File: src/rtl/ds_frame_unpack.sv
// ds_frame_unpack: parses downstream UDP frames into run control, command
// words and per-sample LR / IQ byte streams. It also tracks sequence gaps and
// runs a watchdog that stops streaming when data packets stop arriving.
module ds_frame_unpack #(
    parameter int NIQ    = 1,
    parameter int NSUB   = 2,
    parameter int NSAMP  = 63,
    parameter int WDOG_W = 12
) (
    input  logic        clk,
    input  logic        rst_n,
    input  logic        eth_valid,
    input  logic [7:0]  eth_data,
    input  logic [15:0] eth_port,
    input  logic        watchdog_up,
    output logic        run,
    output logic [5:0]  cmd_addr,
    output logic [31:0] cmd_data,
    output logic [1:0]  cmd_mask,
    output logic        cmd_ptt,
    output logic        cmd_cnt,
    output logic        lr_tvalid,
    output logic        lr_tlast,
    output logic        iq_tvalid,
    output logic        iq_tlast,
    output logic [1:0]  iq_tuser,
    output logic [7:0]  tdata,
    output logic [15:0] seq_err_cnt,
    output logic        frame_err
);

    typedef enum logic [3:0] {
        IDLE, PRE, TYPE, RUNSTOP, EP, SEQ, SYNC, CMD, LR, IQ, SKIP
    } state_t;

    localparam logic [3:0] IQ_LAST   = 4'(4 * NIQ - 1);
    localparam logic [7:0] SAMP_LAST = 8'(NSAMP - 1);
    localparam logic [7:0] SUB_LAST  = 8'(NSUB - 1);

    state_t              state_q;
    logic [3:0]          byte_q;
    logic [7:0]          samp_q;
    logic [7:0]          sub_q;
    logic                valid_q;
    logic                run_q;
    logic [23:0]         seq_rx_q;
    logic [31:0]         seq_last_q;
    logic                seq_valid_q;
    logic [15:0]         seq_err_q;
    logic [WDOG_W-1:0]   wdog_q;
    logic [1:0]          mask_tmp_q;
    logic [5:0]          addr_tmp_q;
    logic                ptt_tmp_q;
    logic [23:0]         data_tmp_q;
    logic [5:0]          cmd_addr_q;
    logic [31:0]         cmd_data_q;
    logic [1:0]          cmd_mask_q;
    logic                cmd_ptt_q;
    logic                cmd_cnt_q;
    logic                frame_err_q;

    logic [31:0]         seq_rx_d;
    logic [31:0]         cmd_data_d;
    logic                sync_ok_d;
    logic                port_ok;
    logic                seq_done;
    logic                wdog_expire;
    logic                in_body;
    logic                unused_port_lsb;

    // Port LSB is a don't-care: both ports of the 1024/1025 pair are accepted.
    assign unused_port_lsb = eth_port[0];
    assign port_ok     = (eth_port[15:1] == 15'd512);
    assign seq_rx_d    = {seq_rx_q, eth_data};
    assign cmd_data_d  = {data_tmp_q, eth_data};
    assign seq_done    = (state_q == SEQ) && eth_valid && (byte_q[1:0] == 2'd3);
    assign wdog_expire = run_q && (wdog_q == '1);
    assign in_body     = (state_q == SEQ) || (state_q == SYNC) || (state_q == CMD) ||
                         (state_q == LR)  || (state_q == IQ);

    // Validates the current sync byte: two 7F markers, then six ones above the mask.
    always_comb begin
        sync_ok_d = 1'b0;
        case (byte_q)
            4'd0, 4'd1: sync_ok_d = (eth_data == 8'h7F);
            4'd2:       sync_ok_d = (eth_data[7:2] == 6'h3F);
            default:    sync_ok_d = 1'b0;
        endcase
    end

    // Packet parser, command latch, sequence tracking and watchdog in one registered FSM.
    always_ff @(posedge clk) begin
        if (!rst_n) begin
            state_q     <= IDLE;
            byte_q      <= '0;
            samp_q      <= '0;
            sub_q       <= '0;
            valid_q     <= 1'b1;
            run_q       <= 1'b0;
            seq_rx_q    <= '0;
            seq_last_q  <= '0;
            seq_valid_q <= 1'b0;
            seq_err_q   <= '0;
            wdog_q      <= '0;
            mask_tmp_q  <= 2'b11;
            addr_tmp_q  <= '0;
            ptt_tmp_q   <= 1'b0;
            data_tmp_q  <= '0;
            cmd_addr_q  <= '0;
            cmd_data_q  <= '0;
            cmd_mask_q  <= 2'b11;
            cmd_ptt_q   <= 1'b0;
            cmd_cnt_q   <= 1'b0;
            frame_err_q <= 1'b0;
        end else begin
            valid_q     <= eth_valid;
            frame_err_q <= 1'b0;

            if (!run_q || wdog_expire || seq_done) begin
                wdog_q <= '0;
            end else if (watchdog_up) begin
                wdog_q <= wdog_q + WDOG_W'(1);
            end

            if (state_q != IDLE && !eth_valid) begin
                state_q     <= IDLE;
                byte_q      <= '0;
                frame_err_q <= in_body;
            end else begin
                case (state_q)
                    IDLE: begin
                        byte_q <= '0;
                        // valid_q high means we are inside a packet we chose to ignore.
                        if (eth_valid && !valid_q) begin
                            state_q <= (port_ok && eth_data == 8'hEF) ? PRE : SKIP;
                        end
                    end
                    PRE: state_q <= (eth_data == 8'hFE) ? TYPE : SKIP;
                    TYPE: begin
                        if (eth_data == 8'h04)      state_q <= RUNSTOP;
                        else if (eth_data == 8'h01) state_q <= EP;
                        else                        state_q <= SKIP;
                    end
                    RUNSTOP: begin
                        run_q   <= eth_data[0];
                        state_q <= SKIP;
                    end
                    EP: begin
                        byte_q  <= '0;
                        samp_q  <= '0;
                        sub_q   <= '0;
                        state_q <= (eth_data == 8'h02) ? SEQ : SKIP;
                    end
                    SEQ: begin
                        seq_rx_q <= seq_rx_d[23:0];
                        if (byte_q[1:0] == 2'd3) begin
                            if (seq_valid_q && (seq_rx_d != seq_last_q + 32'd1) &&
                                (seq_err_q != 16'hFFFF)) begin
                                seq_err_q <= seq_err_q + 16'd1;
                            end
                            seq_last_q  <= seq_rx_d;
                            seq_valid_q <= 1'b1;
                            byte_q      <= '0;
                            state_q     <= SYNC;
                        end else begin
                            byte_q <= byte_q + 4'd1;
                        end
                    end
                    SYNC: begin
                        if (!sync_ok_d) begin
                            frame_err_q <= 1'b1;
                            state_q     <= SKIP;
                        end else if (byte_q == 4'd2) begin
                            mask_tmp_q <= eth_data[1:0];
                            byte_q     <= '0;
                            state_q    <= CMD;
                        end else begin
                            byte_q <= byte_q + 4'd1;
                        end
                    end
                    CMD: begin
                        if (byte_q == 4'd0) begin
                            addr_tmp_q <= eth_data[6:1];
                            ptt_tmp_q  <= eth_data[0];
                        end else begin
                            data_tmp_q <= cmd_data_d[23:0];
                        end
                        if (byte_q == 4'd4) begin
                            cmd_addr_q <= addr_tmp_q;
                            cmd_data_q <= cmd_data_d;
                            cmd_mask_q <= mask_tmp_q;
                            cmd_ptt_q  <= ptt_tmp_q;
                            cmd_cnt_q  <= ~cmd_cnt_q;
                            byte_q     <= '0;
                            state_q    <= LR;
                        end else begin
                            byte_q <= byte_q + 4'd1;
                        end
                    end
                    LR: begin
                        if (byte_q == 4'd3) begin
                            byte_q  <= '0;
                            state_q <= IQ;
                        end else begin
                            byte_q <= byte_q + 4'd1;
                        end
                    end
                    IQ: begin
                        if (byte_q == IQ_LAST) begin
                            byte_q <= '0;
                            if (samp_q == SAMP_LAST) begin
                                samp_q <= '0;
                                if (sub_q == SUB_LAST) begin
                                    sub_q   <= '0;
                                    state_q <= SKIP;
                                end else begin
                                    sub_q   <= sub_q + 8'd1;
                                    state_q <= SYNC;
                                end
                            end else begin
                                samp_q  <= samp_q + 8'd1;
                                state_q <= LR;
                            end
                        end else begin
                            byte_q <= byte_q + 4'd1;
                        end
                    end
                    SKIP:    state_q <= SKIP;
                    default: state_q <= IDLE;
                endcase
            end

            // Expiry wins over a same-cycle RUNSTOP write and any parser progress.
            if (wdog_expire) begin
                run_q   <= 1'b0;
                state_q <= IDLE;
                byte_q  <= '0;
            end

            // Forget the last sequence number while stopped so a restart is never a gap.
            if (!run_q) begin
                seq_valid_q <= 1'b0;
            end
        end
    end

    assign run         = run_q;
    assign cmd_addr    = cmd_addr_q;
    assign cmd_data    = cmd_data_q;
    assign cmd_mask    = cmd_mask_q;
    assign cmd_ptt     = cmd_ptt_q;
    assign cmd_cnt     = cmd_cnt_q;
    assign seq_err_cnt = seq_err_q;
    assign frame_err   = frame_err_q;
    assign tdata       = eth_data;

    assign lr_tvalid = rst_n && eth_valid && (state_q == LR);
    assign lr_tlast  = lr_tvalid && (byte_q == 4'd3);
    assign iq_tvalid = rst_n && eth_valid && (state_q == IQ) && cmd_ptt_q;
    assign iq_tlast  = iq_tvalid && (byte_q[1:0] == 2'd3);
    assign iq_tuser  = iq_tvalid ? byte_q[3:2] : 2'b00;

endmodule
File: config.mk
export PLATFORM = sky130hd
export DESIGN_NAME = ds_frame_unpack
export DESIGN_NICKNAME = d
export VERILOG_FILES = /design/src/rtl/ds_frame_unpack.sv
export SDC_FILE = /design/constraint.sdc
export NUM_CORES = 1
export LEC_CHECK = 0
export CAP_MARGIN = 40
export CORE_MARGIN = 2
export CORE_UTILIZATION = 34
export DETAILED_ROUTE_END_ITERATION = 10
export PLACE_DENSITY = 0.6
export SLEW_MARGIN = 0
export SYNTH_ARGS = -nofsm -noshare
export SYNTH_HDL_FRONTEND = slang
export SYNTH_SLANG_ARGS = --single-unit
File: constraint.sdc
create_clock -name clk -period 8.7 [get_ports clk]
set_input_delay 0.87 -clock clk [delete_from_list [all_inputs] [get_ports clk]]
set_output_delay 0.87 -clock clk [all_outputs]
set_load 0.05 [all_outputs]
==> impl_metrics.ini <==
[critical_path]
r2r-end = seq_err_cnt[1]$_SDFFE_PN0P_
cp_max_fo = 16
reg2reg_slack_ns = 4.99
critPathLaunch = state_q[3]$_SDFFE_PP0P_
worstReg2RegStart = seq_last_q[0]$_SDFFE_PN0P_
worstSetupPathType = reg -> out
worst_setup_path_start_kind = flip-flop
cp.required_ns = 7.83
reg2regPathDepth = 9
cp-end-kind = primary output
critPathCapture = iq_tuser[1]
worstPathArrival_ns = 2.95

[global_route]
grt_pass1_wl_mm = 37.76
grt_max_degree = 84
overflow = 0
antenna_found_initial = 0
grt_util_all_layers_pct = 16.65
grt_pass1_vias = 7321

[yosys]
async_flop_share_pct = 0
synth_cell_type_count = 64
dominantRegCellSynth = dfxtp_1
synth_top_area_share_pct = 42.14
synth_edf_count = 0
syn_inst = 1147
ys_top_cells_by_area = dfxtp_1, nand2_1, a21oi_1, xor2_1, nor2_1
ys_seq_area_share_pct = 42.14
synth_seq_cells = 187
yosysWarningCount = 0
syn_area_sq_um = 8884
synth_area_leader_cell = dfxtp_1
syn_avg_cell_area_sq_um = 7.745
syn_nets = 1187

[timing]
slew_headroom_pct = 42.93
holdWs_ns = 0.4524
tns_ns = 0
clock.fmax_mhz = 262.0
setup_violations = 0
finalClockSkew_ns = 0.01021
finalCritPeriodShare_pct = 43.87
finalHoldViolations = 0
worstMarginPinSlew_ns = 0.8495
setup_slack_ns = 4.883
layout_min_cycle_time_ns = 3.817
slew_viol_final = 0
rsz0062_at_grt = no

[place]
routabilityCongestion = 0.8960
io_buffers = 100
post-place-ws_ns = 4.695
placed_cell_area_sq_um = 10150
dp_hpwl_mm = 15.98

[layout]
final_util_pct = 41.50
diodes = 0
finalInstanceArea_sq_um = 10720
finalNetCount = 1242
drive_above_1_share_pct = 4.774
syn2layout_area_growth_pct = 20.69

[floorplanning]
fp-row-count = 59
die_height_microns = 165.6
initial_utilization_pct = 34.38
ios = 102
dieArea_sq_um = 27440
coreArea_sq_um = 25840
die_x_microns = 165.6

[cts]
clk_pin_slew_worst_paths_ns = 0.08
clock_latency_ns = 0.44
cts.htree.levels = 4
cts_buffers = 17
cts_setup_buffers = 0
max-clock-path-buffers = 2
holdBufCountCts = 0
cts_tree = done
cts_root_buf = clkbuf_16
cts_resized = 0
cts.sinks = 187

[route]
drtPass1Iterations = 5
final_antenna_net_count = 0
wl_per_cell_microns = 15.02
drt-total-wl_mm = 23.28
drtIter0Drc = 544
met3_length_microns = 910
top_layer = met4
drc = 0
wl_met1_mm = 11.03
met2_length_mm = 11.00
drt-vias-per-instance = 5.206
vias = 8069

[pwr]
power_frac_comb_pct = 10.2
power_density_nw_per_um2 = 171.7
p_switching_w = 0.0005206
seqPwrFrac_pct = 48.3
leakagePower_nw = 3.465
switching_share_pct = 28.28
peakVddDrop_uv = 95.20
clkPwrFrac_pct = 41.5
internal-power_w = 0.001320

[hold_path]
holdPathStages = 2
hold_class = reg -> reg

[job]
maxCapViolCount = 0

[status]
status = finished, final reports clean
state kept, by name, indices dropped and copies added, names as in the netlist, 2 cells and up:
name	count
state_q	4
byte_q	4
cmd_data	32
sub_q	8
cmd_mask	2
addr_tmp_q	6
samp_q	8
cmd_addr	6
data_tmp_q	24
seq_rx_q	24
mask_tmp_q	2
seq_err_cnt	16
seq_last_q	32
wdog_q	12
cells in the final DEF, fill, tap and decap left out, types with 8 or more instances in the layout:
cell	n
mux2i_1	21
nand2_1	305
and3_1	11
clkdlybuf4s50_1	100
and2_1	10
xnor2_1	30
inv_1	11
nor4_1	13
nor2_1	71
nand4_1	25
nand2b_1	11
nand3_1	25
o21ai_0	19
o211ai_1	9
or4_1	9
and4_1	8
clkbuf_16	17
a21oi_1	142
ha_1	12
nor3_1	22
xor2_1	33
nor2b_1	8
dfxtp_1	187
synth_stat cells, types with 3 or more instances:
master / count
nand2_1: 305
dfxtp_1: 187
a21oi_1: 143
nor2_1: 73
clkbuf_1: 59
xor2_1: 33
xnor2_1: 30
nand3_1: 25
nand4_1: 25
nor3_1: 22
mux2i_1: 21
o21ai_0: 19
nor4_1: 13
ha_1: 12
inv_1: 12
and3_1: 11
nand2b_1: 11
and2_1: 10
buf_4: 9
o211ai_1: 9
or4_1: 9
and4_1: 8
nor2b_1: 8
or3_1: 7
o31ai_1: 6
a211oi_1: 5
a311oi_1: 5
a31oi_1: 5
nand3b_1: 5
nor3b_1: 4
o21a_1: 4
buf_2: 3
o211a_1: 3
per-layer routing:
layer  vias up  track usage, %
met5         -               0
li1       4049               -
met1      3830           22.29
met2       166           27.06
met4         0           5.369
met3        24           3.226
cells by family (layout without fill, tap and decap cells):
logic type | count (synthesis) | after routing | share of synthesized area, %
adders and majority gates | 12 | 12 | 1.690
DFF | 187 | 187 | 42.14
buffers and inverters | 89 | 157 | 4.380
xor gates and xnor gates | 63 | 63 | 6.211
AOI/OAI and AO/OA | 221 | 221 | 14.39
and+or+nand+nor | 554 | 554 | 28.82
muxes | 21 | 21 | 2.366
worst min path at each step:
stage	start	end	slack, ns
3_5_place_dp	cmd_addr[3]$_SDFFE_PN0P_	cmd_addr[3]$_SDFFE_PN0P_	0.45
6_report	data_tmp_q[18]$_SDFFE_PN0P_	cmd_data[26]$_SDFFE_PN0P_	0.45
3_3_place_gp	addr_tmp_q[0]$_SDFFE_PN0P_	cmd_addr[0]$_SDFFE_PN0P_	0.44
5_1_grt	cmd_data[1]$_SDFFE_PN0P_	cmd_data[1]$_SDFFE_PN0P_	0.47
4_1_cts	cmd_data[27]$_SDFFE_PN0P_	cmd_data[27]$_SDFFE_PN0P_	0.46
2_1_floorplan	addr_tmp_q[0]$_SDFFE_PN0P_	cmd_addr[0]$_SDFFE_PN0P_	0.43
stage by stage:
stage	std cells	power (W)
final	1550	0.001841
after global routing	1550	0.001919
after CTS	1550	0.001860
after detailed placement	1518	0.001094
after global placement	1512	0.001096
after floorplan	1147	0.001038
area by class of cell:
type | count | area (sq um)
fillers | 2645 | 15120
multi-input cells | 871 | 4765
flip-flops and latches | 187 | 3744
repair buffers | 113 | 1174
clock buffers | 17 | 425.4
well taps | 335 | 419.2
clock inverters | 15 | 147.6
inverters | 12 | 47.55
power by group through the flow:
stage / clock network [W] / logic, W / registers [W]
2_1_floorplan: 0 / 0.000141 / 0.000897
3_3_place_gp: 0 / 0.000186 / 0.000910
3_5_place_dp: 0 / 0.000186 / 0.000908
4_1_cts: 0.000785 / 0.000187 / 0.000888
5_1_grt: 0.000818 / 0.000209 / 0.000892
6_report: 0.000764 / 0.000188 / 0.000889
critical path, stage by stage (launching register included):
cell and delay, ns:
dfxtp_1 0.64, nor2b_1 0.26, and2_1 0.30, nand2_1 0.15, nor2_1 0.20, and2_1 0.15, clkdlybuf4s50_1 0.81
No activity file was read; power rests on OpenSTA's default activity.
